[config.mk]
export PLATFORM = sky130hd
export DESIGN_NAME = temp_poll_scheduler
export DESIGN_NICKNAME = d
export VERILOG_FILES = /design/src/rtl/temp_poll_scheduler.sv
export SDC_FILE = /design/constraint.sdc
export NUM_CORES = 1
export LEC_CHECK = 0
export ABC_AREA = 1
export BUFFER_PORTS_ARGS = -buffer_cell sky130_fd_sc_hd__buf_2
export CAP_MARGIN = 10
export CORE_ASPECT_RATIO = 0.9
export CORE_UTILIZATION = 45
export DETAILED_ROUTE_END_ITERATION = 6
export HOLD_SLACK_MARGIN = 0.1
export SYNTH_ARGS = -nofsm -noshare
export SYNTH_HDL_FRONTEND = slang
export SYNTH_SLANG_ARGS = --single-unit
[constraint.sdc]
create_clock -name clk -period 5.4 [get_ports clk]
set_clock_uncertainty 0.1 [all_clocks]
set_input_delay 0.81 -clock clk [delete_from_list [all_inputs] [get_ports clk]]
set_output_delay 0.81 -clock clk [all_outputs]
set_load 0.02 [all_outputs]
[src/rtl/temp_poll_scheduler.sv]
// Periodic TMP75 poll scheduler: times read requests, retries on missing data strobes,
// and keeps latest sample, 4-sample moving average, over-temp and sensor-fault flags.
module temp_poll_scheduler #(
    parameter int unsigned POLL_CYCLES    = 100_000_000,
    parameter int unsigned TIMEOUT_CYCLES = 200_000,
    parameter int unsigned MAX_RETRY      = 3,
    parameter logic [11:0] ALARM_HI       = 12'h500,
    parameter logic [11:0] ALARM_LO       = 12'h4B0
) (
    input  logic        clk,
    input  logic        rst_n,
    input  logic        enable,
    input  logic        host_req,
    output logic        temp_rd_en,
    input  logic [11:0] temp_data,
    input  logic        temp_data_en,
    output logic [11:0] temp_latest,
    output logic [11:0] temp_avg,
    output logic        temp_valid,
    output logic        over_temp,
    output logic        sensor_fault,
    output logic [7:0]  timeout_cnt
);
    typedef enum logic [2:0] {S_IDLE, S_WAIT, S_REQ, S_BUSY, S_UPDATE, S_TIMEOUT} state_t;

    localparam logic [31:0] POLL_LAST = 32'(POLL_CYCLES - 1);
    localparam logic [31:0] TO_LAST   = 32'(TIMEOUT_CYCLES - 1);
    localparam logic [7:0]  RETRY_MAX = 8'(MAX_RETRY);

    state_t            state_q, state_d;
    logic [31:0]       pcnt_q, pcnt_d;
    logic [31:0]       tcnt_q, tcnt_d;
    logic [7:0]        retry_q, retry_d;
    logic              pending_q, pending_d;
    logic [11:0]       sample_q, sample_d;
    logic [3:0][11:0]  win_q, win_d;
    logic              win_vld_q, win_vld_d;
    logic [11:0]       latest_q, latest_d;
    logic [11:0]       avg_q, avg_d;
    logic              valid_q, valid_d;
    logic              over_q, over_d;
    logic              fault_q, fault_d;
    logic [7:0]        tocnt_q, tocnt_d;
    logic signed [13:0] sum;

    always_comb begin
        state_d   = state_q;
        pcnt_d    = pcnt_q + 32'd1;
        tcnt_d    = tcnt_q;
        retry_d   = retry_q;
        pending_d = pending_q;
        sample_d  = sample_q;
        win_d     = win_q;
        win_vld_d = win_vld_q;
        latest_d  = latest_q;
        avg_d     = avg_q;
        valid_d   = 1'b0;
        over_d    = over_q;
        fault_d   = fault_q;
        tocnt_d   = tocnt_q;
        sum       = '0;

        // Host requests that arrive mid-transaction are replayed once back in WAIT.
        if (host_req && state_q != S_IDLE && state_q != S_WAIT)
            pending_d = 1'b1;

        case (state_q)
            S_IDLE: begin
                pcnt_d = '0;
                if (host_req) begin
                    state_d   = S_REQ;
                    pending_d = 1'b0;
                end else if (enable) begin
                    state_d = S_WAIT;
                end
            end
            S_WAIT: begin
                if (pcnt_q >= POLL_LAST || host_req || pending_q) begin
                    state_d   = S_REQ;
                    pending_d = 1'b0;
                end else if (!enable) begin
                    state_d = S_IDLE;
                end
            end
            S_REQ: begin
                pcnt_d  = '0;
                tcnt_d  = '0;
                state_d = S_BUSY;
            end
            S_BUSY: begin
                tcnt_d = tcnt_q + 32'd1;
                if (temp_data_en) begin
                    sample_d = temp_data;
                    state_d  = S_UPDATE;
                end else if (tcnt_q >= TO_LAST) begin
                    state_d = S_TIMEOUT;
                end
            end
            S_UPDATE: begin
                latest_d  = sample_q;
                win_d     = win_vld_q ? {win_q[2:0], sample_q} : {4{sample_q}};
                win_vld_d = 1'b1;
                sum = 14'($signed(win_d[0])) + 14'($signed(win_d[1]))
                    + 14'($signed(win_d[2])) + 14'($signed(win_d[3]));
                avg_d   = 12'(sum >>> 2);
                valid_d = 1'b1;
                retry_d = '0;
                fault_d = 1'b0;
                if ($signed(sample_q) >= $signed(ALARM_HI))
                    over_d = 1'b1;
                else if ($signed(sample_q) <= $signed(ALARM_LO))
                    over_d = 1'b0;
                state_d = (enable || pending_d) ? S_WAIT : S_IDLE;
            end
            S_TIMEOUT: begin
                if (tocnt_q != 8'hFF)
                    tocnt_d = tocnt_q + 8'd1;
                retry_d = retry_q + 8'd1;
                if (retry_d < RETRY_MAX) begin
                    state_d = S_REQ;
                end else begin
                    fault_d = 1'b1;
                    retry_d = '0;
                    state_d = (enable || pending_d) ? S_WAIT : S_IDLE;
                end
            end
            default: state_d = S_IDLE;
        endcase
    end

    always_ff @(posedge clk or negedge rst_n) begin
        if (!rst_n) begin
            state_q   <= S_IDLE;
            pcnt_q    <= '0;
            tcnt_q    <= '0;
            retry_q   <= '0;
            pending_q <= 1'b0;
            sample_q  <= '0;
            win_q     <= '0;
            win_vld_q <= 1'b0;
            latest_q  <= '0;
            avg_q     <= '0;
            valid_q   <= 1'b0;
            over_q    <= 1'b0;
            fault_q   <= 1'b0;
            tocnt_q   <= '0;
        end else begin
            state_q   <= state_d;
            pcnt_q    <= pcnt_d;
            tcnt_q    <= tcnt_d;
            retry_q   <= retry_d;
            pending_q <= pending_d;
            sample_q  <= sample_d;
            win_q     <= win_d;
            win_vld_q <= win_vld_d;
            latest_q  <= latest_d;
            avg_q     <= avg_d;
            valid_q   <= valid_d;
            over_q    <= over_d;
            fault_q   <= fault_d;
            tocnt_q   <= tocnt_d;
        end
    end

    assign temp_rd_en   = (state_q == S_REQ);
    assign temp_latest  = latest_q;
    assign temp_avg     = avg_q;
    assign temp_valid   = valid_q;
    assign over_temp    = over_q;
    assign sensor_fault = fault_q;
    assign timeout_cnt  = tocnt_q;
endmodule

==> run_results.csv, run 1 <==
group,metric,value,unit
run_status,status,"complete, no violations",
yosys,yosysMostFrequentCell,"nand2_1",
detailed_routing,wire_per_inst,14.29,microns
yosys,synth_top_family_by_area,"simple AND/OR/NAND/NOR gates",
final_layout,area_delta_synth_final,11.86,%
timing,finalSetupViolCount,0,
yosys,yosys.area_share.xor_xnor,0.03920,
timing,fmax,245.1,MHz
setup_path,worstSetupEndpointType,"flip-flop",
final_layout,fill_cells,1827,
yosys,netlist_instances,1101,
setup_path,slowest_stage,"dfrtp_1",
floorplanning,core_area,18700,sq um
yosys,synth_area,8713,sq um
timing,worst_pin_slew,0.9318,ns
global_route,grt_use_total,0.2195,
detailed_routing,num_vias,7202,
timing,finalHoldViolCount,0,
placement,place.gp.congestion,0.9020,
placement,dp_hpwl,14.74,mm
yosys,synthDistinctLibCells,40,
clock_network,cts_setup_buffers,0,
clock_network,ctsResizeCount,0,
yosys,synth_largest_area_cell,"dfrtp_1",
timing,fin_ws,1.321,ns
yosys,yosys.area_share.simple,0.2634,
yosys,synth_top_flop_cell,"dfrtp_1",
timing,finalSetupTns,0,ns
setup_path,cp_max_fo,31,
hold_path,hold_class,"in2async",
yosys,yosysWarnings,0,
placement,place_ws,1.360,ns
placement,dpl_cell_area,9138,sq um
timing,rsz0062_at_grt,"false",
clock_network,cts_root_buffer,"clkbuf_16",
clock_network,cts.sinks,148,
floorplanning,fp-row-count,47,
final_layout,antennaDiodeCount,0,
clock_network,max-clock-path-buffers,2,
detailed_routing,drt_iter0_markers,403,
setup_path,path_cells,"nor2_1 -> a21oi_1 -> fa_1 -> fa_1 -> inv_1 -> ha_1 -> a21oi_1 -> o21ai_0 -> nor2_1 -> o21ai_0 -> or2_2 -> nand3_1 -> nand2_1",
yosys,seq_area_frac_synth,0.4250,
yosys,synth-async-reset-ratio,1.000,
floorplanning,boundaryPins,53,
global_route,antenna_found_initial,0,
floorplanning,die_x,148.7,microns
clock_network,cts_tree,"done",
yosys,netlist.area_leader.share,0.4250,
setup_path,cp_top_family,"adder cells",
final_layout,final_core_util,0.5212,
setup_path,critPathMaxStageDelay,0.93,ns
floorplanning,initial_core_util,0.4659,
setup_path,cp.arrival,4.31,ns
job,max_cap_violations,0,
setup_path,path_class,"reg2reg",
floorplanning,die_h,134.0,microns
yosys,syn-num-nets,1159,
final_layout,seq_area,3704,sq um
yosys,synth_fa_ha_area_frac,0.08041,
floorplanning,dieArea,19920,sq um
detailed_routing,via_per_inst,5.144,
setup_path,worstPathRequired,5.63,ns
detailed_routing,drt-total-wl,20.00,mm
yosys,synth_edf_count,0,
detailed_routing,drc,0,
yosys,muxShareOfSynthArea,0.001292,
clock_network,htree_levels,4,
yosys,synth_seq_cells,148,
placement,numPortBuffers,52,
clock_network,cts.reportedPaths.clkPinSlew,0.07,ns
setup_path,worst-path-buf-inv,1,
timing,report.final.slew_viol_count,0,
yosys,synthTopCellsByCount,"nand2_1 (222), dfrtp_1 (148), nor2_1 (137)",
clock_network,clk_latency,0.44,ns
final_layout,fin_area,9747,sq um
clock_network,numCtsBuffers,17,
timing,slew_headroom,0.3773,
detailed_routing,firstDrtPassIters,5,
clock_network,cts_hold_buf,0,
final_layout,layout.nets,1200,
global_route,grt_pass1_vias,6847,
global_route,grt_pass1_wl,34.41,mm
setup_path,crit_path_start_kind,"flip-flop",
global_route,grt_max_degree,84,
yosys,synth_compound_area_frac,0.1142,
timing,period_minus_slack,4.079,ns
final_layout,final_layout_size_suffix_gt1_frac,0.1048,
timing,period_share,0.7554,
final_layout,multi_input_area,4343,sq um
detailed_routing,ant_nets,0,
yosys,yosys-top-cells-area,"dfrtp_1 (43%), nand2_1 (9.6%), nor2_1 (5.9%)",
global_route,grt_overflow,0,
yosys,syn_area_per_cell,7.914,sq um
[cells in the final DEF (no fill, tap or decap), types with 3 or more instances in the layout]
master,count
or2_2,6
nor4_1,5
nand3b_1,5
nand4_1,23
inv_2,8
xor2_1,28
nor3_1,33
nor2_2,7
clkinv_2,3
nand3_1,62
clkinvlp_4,4
nand2_1,222
xnor2_1,11
o21ai_1,6
a31oi_1,7
ha_1,16
inv_1,120
a21oi_1,76
bufinv_16,3
o22ai_1,10
o21ai_0,86
clkbuf_16,17
fa_1,25
buf_2,51
dfrtp_1,148
nor3b_1,5
nor2_1,137
buf_4,5
[worst paths after layout]
path,from,slack [ns],to,cells after the start
max in group asynchronous,rst_n,3.95,win_q[19],2
min reg2reg,pcnt_q[0],0.36,pcnt_q[0],1
min in group clk,pcnt_q[0],0.36,pcnt_q[0],1
max reg2reg,win_vld_q,1.32,temp_avg[7],13
max,win_vld_q,1.32,temp_avg[7],13
min,rst_n,0.21,tcnt_q[18],1
[flip-flops by register name (all words and copies together) (netlist names)]
register,count
state_q,3
temp_avg,12
win_vld_q,1
pending_q,1
sample_q,12
temp_valid,1
over_temp,1
retry_q,8
win_q,36
sensor_fault,1
pcnt_q,32
tcnt_q,32
timeout_cnt,8
[stage by stage]
stage                     hold WS [ns]  instances
after floorplan                 0.3329       1101
after global placement          0.3504       1368
after detailed placement        0.3577       1368
after CTS                       0.2296       1400
after global routing            0.2422       1400
final                           0.2100       1400
[metal layers]
layer,GRT usage,up-vias,share of wire
met2,0.3279,147,0.44
met5,0,-,0
met1,0.3231,3362,0.51
met4,0.05842,0,0.012
li1,-,3672,-
met3,0.04320,21,0.043
[logic make-up (layout without fill, tap and decap cells)]
kind of cell             after synthesis  after routing
buffers and inverters                163            217
AO/OA/AOI/OAI                        191            191
multiplexers                           1              1
flip-flops                           148            148
adder cells (fa/ha/maj)               41             41
XOR/XNOR                              39             39
AND/OR/NAND/NOR                      518            518
[cell type report]
cell class / count / share of cell area
timing repair buffer: 57 / 0.03119
tap: 245 / 0.03145
multi-input combinational: 790 / 0.4456
inverter: 128 / 0.04929
clock inverter: 12 / 0.01566
sequential: 148 / 0.3800
clock buffer: 20 / 0.04685
Power of run 1 is not shown: default switching activity piles up to over one toggle a cycle in this logic, so the estimate is an artifact.
==> run 2: changes to the inputs <==
==> constraint.sdc (replaced) <==
create_clock -name clk -period 3.8 [get_ports clk]
set_clock_uncertainty 0.1 [all_clocks]
set_input_delay 0.57 -clock clk [delete_from_list [all_inputs] [get_ports clk]]
set_output_delay 0.57 -clock clk [all_outputs]
set_load 0.02 [all_outputs]
==> run_results.csv, run 2 (synthesis gave the netlist of run 1 again) <==
group,metric,value,unit
setup_path,cp_max_fo,31,
final_layout,largest_reg_flops,36,
clock_network,cts_setup_buffers,0,
final_layout,area_delta_synth_final,12.78,%
detailed_routing,drt-total-wl,20.01,mm
run_status,status,"complete, no violations",
final_layout,layout.nets,1205,
global_route,grt_pass1_vias,6936,
timing,finalSetupViolCount,0,
final_layout,final_common_cell,"nand2_1",
floorplanning,initial_core_util,0.4659,
setup_path,crit_path_start_kind,"flip-flop",
timing,period_share,0.9380,
global_route,grt_max_degree,61,
detailed_routing,ant_nets,0,
timing,finalSetupTns,0,ns
placement,dp_hpwl,14.93,mm
detailed_routing,drt_iter0_markers,513,
hold_path,hold_depth,3,
global_route,grt_use_total,0.2186,
clock_network,htree_levels,4,
clock_network,cts_tree,"done",
floorplanning,core_area,18700,sq um
floorplanning,fp-row-count,47,
floorplanning,die_h,134.0,microns
setup_path,worstSetupEndpointType,"flip-flop",
setup_path,r2r_cells,14,
clock_network,numCtsBuffers,17,
placement,numPortBuffers,52,
detailed_routing,firstDrtPassIters,7,
timing,fmax,280.6,MHz
setup_path,cp.arrival,3.78,ns
setup_path,worstPathRequired,4.01,ns
global_route,grt_overflow,0,
final_layout,final_layout_size_suffix_gt1_frac,0.1103,
clock_network,clk_latency,0.43,ns
floorplanning,boundaryPins,53,
hold_path,hold_class,"in2reg",
timing,finalHoldViolCount,0,
detailed_routing,via_per_inst,5.135,
detailed_routing,wire_per_inst,14.24,microns
final_layout,antennaDiodeCount,0,
setup_path,path_class,"reg2reg",
final_layout,regMostFlops,"win_q",
placement,place.gp.congestion,0.8732,
global_route,grt_pass1_wl,34.21,mm
timing,report.final.slew_viol_count,0,
clock_network,cts_root_buffer,"clkbuf_16",
detailed_routing,drc,0,
timing,rsz0062_at_grt,"false",
timing,slew_headroom,0.3815,
timing,worst_pin_slew,0.9255,ns
final_layout,final_cell_mix,"nand2_1 (222), dfrtp_1 (148), nor2_1 (136)",
job,max_cap_violations,0,
floorplanning,dieArea,19920,sq um
final_layout,top_regs,"win_q (36), pcnt_q (32), tcnt_q (32)",
clock_network,cts.sinks,148,
global_route,antenna_found_initial,0,
floorplanning,die_x,148.7,microns
placement,place_ws,0.2695,ns
clock_network,max-clock-path-buffers,2,
timing,fin_ws,0.2358,ns
timing,period_minus_slack,3.564,ns
clock_network,cts.reportedPaths.clkPinSlew,0.06,ns
detailed_routing,num_vias,7215,
==> run 2: repair_timing <==
item / 4_1_cts / 5_1_grt
endpoints found under the hold margin: 54 / 0
setup endpoints to repair: 0 / 1
hold buffers: 1 / 0
resized for setup: 0 / 6
==> run 2: worst paths after layout <==
kind | end | from | slack, ns
setup / recovery | temp_avg[7] | win_vld_q | 0.24
hold / removal | sample_q[5] | temp_data[5] | 0.29
setup reg to reg | temp_avg[7] | win_vld_q | 0.24
hold reg to reg | pcnt_q[0] | pcnt_q[0] | 0.36
max in group asynchronous | state_q[0] | rst_n | 2.11
min in group asynchronous | tcnt_q[16] | rst_n | 0.56
==> run 2: worst max-delay path, cell delays in order, from the launching register on <==
cell and delay, ns:
dfrtp_1 0.38, buf_12 0.19, nor2_1 0.09, a21oi_1 0.21, fa_1 0.49, fa_1 0.56
inv_1 0.04, ha_1 0.36, a21oi_1 0.22, o21ai_0 0.13, nor2_1 0.16, o21ai_0 0.11
or2_2 0.29, nand3_1 0.06, nand2_1 0.05
==> run 2: layer usage <==
| layer | vias up | GRT usage | share of wire |
|---|---|---|---|
| met3 | 15 | 0.04592 | 0.045 |
| met2 | 142 | 0.3292 | 0.44 |
| met1 | 3390 | 0.3192 | 0.51 |
| li1 | 3668 | - | - |
| met5 | - | 0 | 0 |
| met4 | 0 | 0.05498 | 0.0077 |
==> run 2: stage by stage <==
| step | instances | hold slack (ns) | utilization | instance area [sq um] |
|---|---|---|---|---|
| global route | 1405 | 0.2988 | 0.5255 | 9827 |
| CTS | 1405 | 0.2775 | 0.5250 | 9817 |
| detailed placement | 1372 | 0.3592 | 0.4916 | 9193 |
| finish | 1405 | 0.2925 | 0.5255 | 9827 |
| floorplan | 1101 | 0.1744 | - | 8713 |
| global placement | 1372 | 0.3534 | 0.4916 | 9193 |
==> run 2: area by class of cell <==
type                            count  area [sq um]
Clock buffer                       18         429.2
Inverter                          128         484.2
Sequential cell                   148          3704
Multi-Input combinational cell    790          4349
Tap cell                          245         306.5
Fill cell                        1801          8874
Timing Repair Buffer               62         369.1
Clock inverter                     14         185.2
Power of run 2 is left out for the same reason.
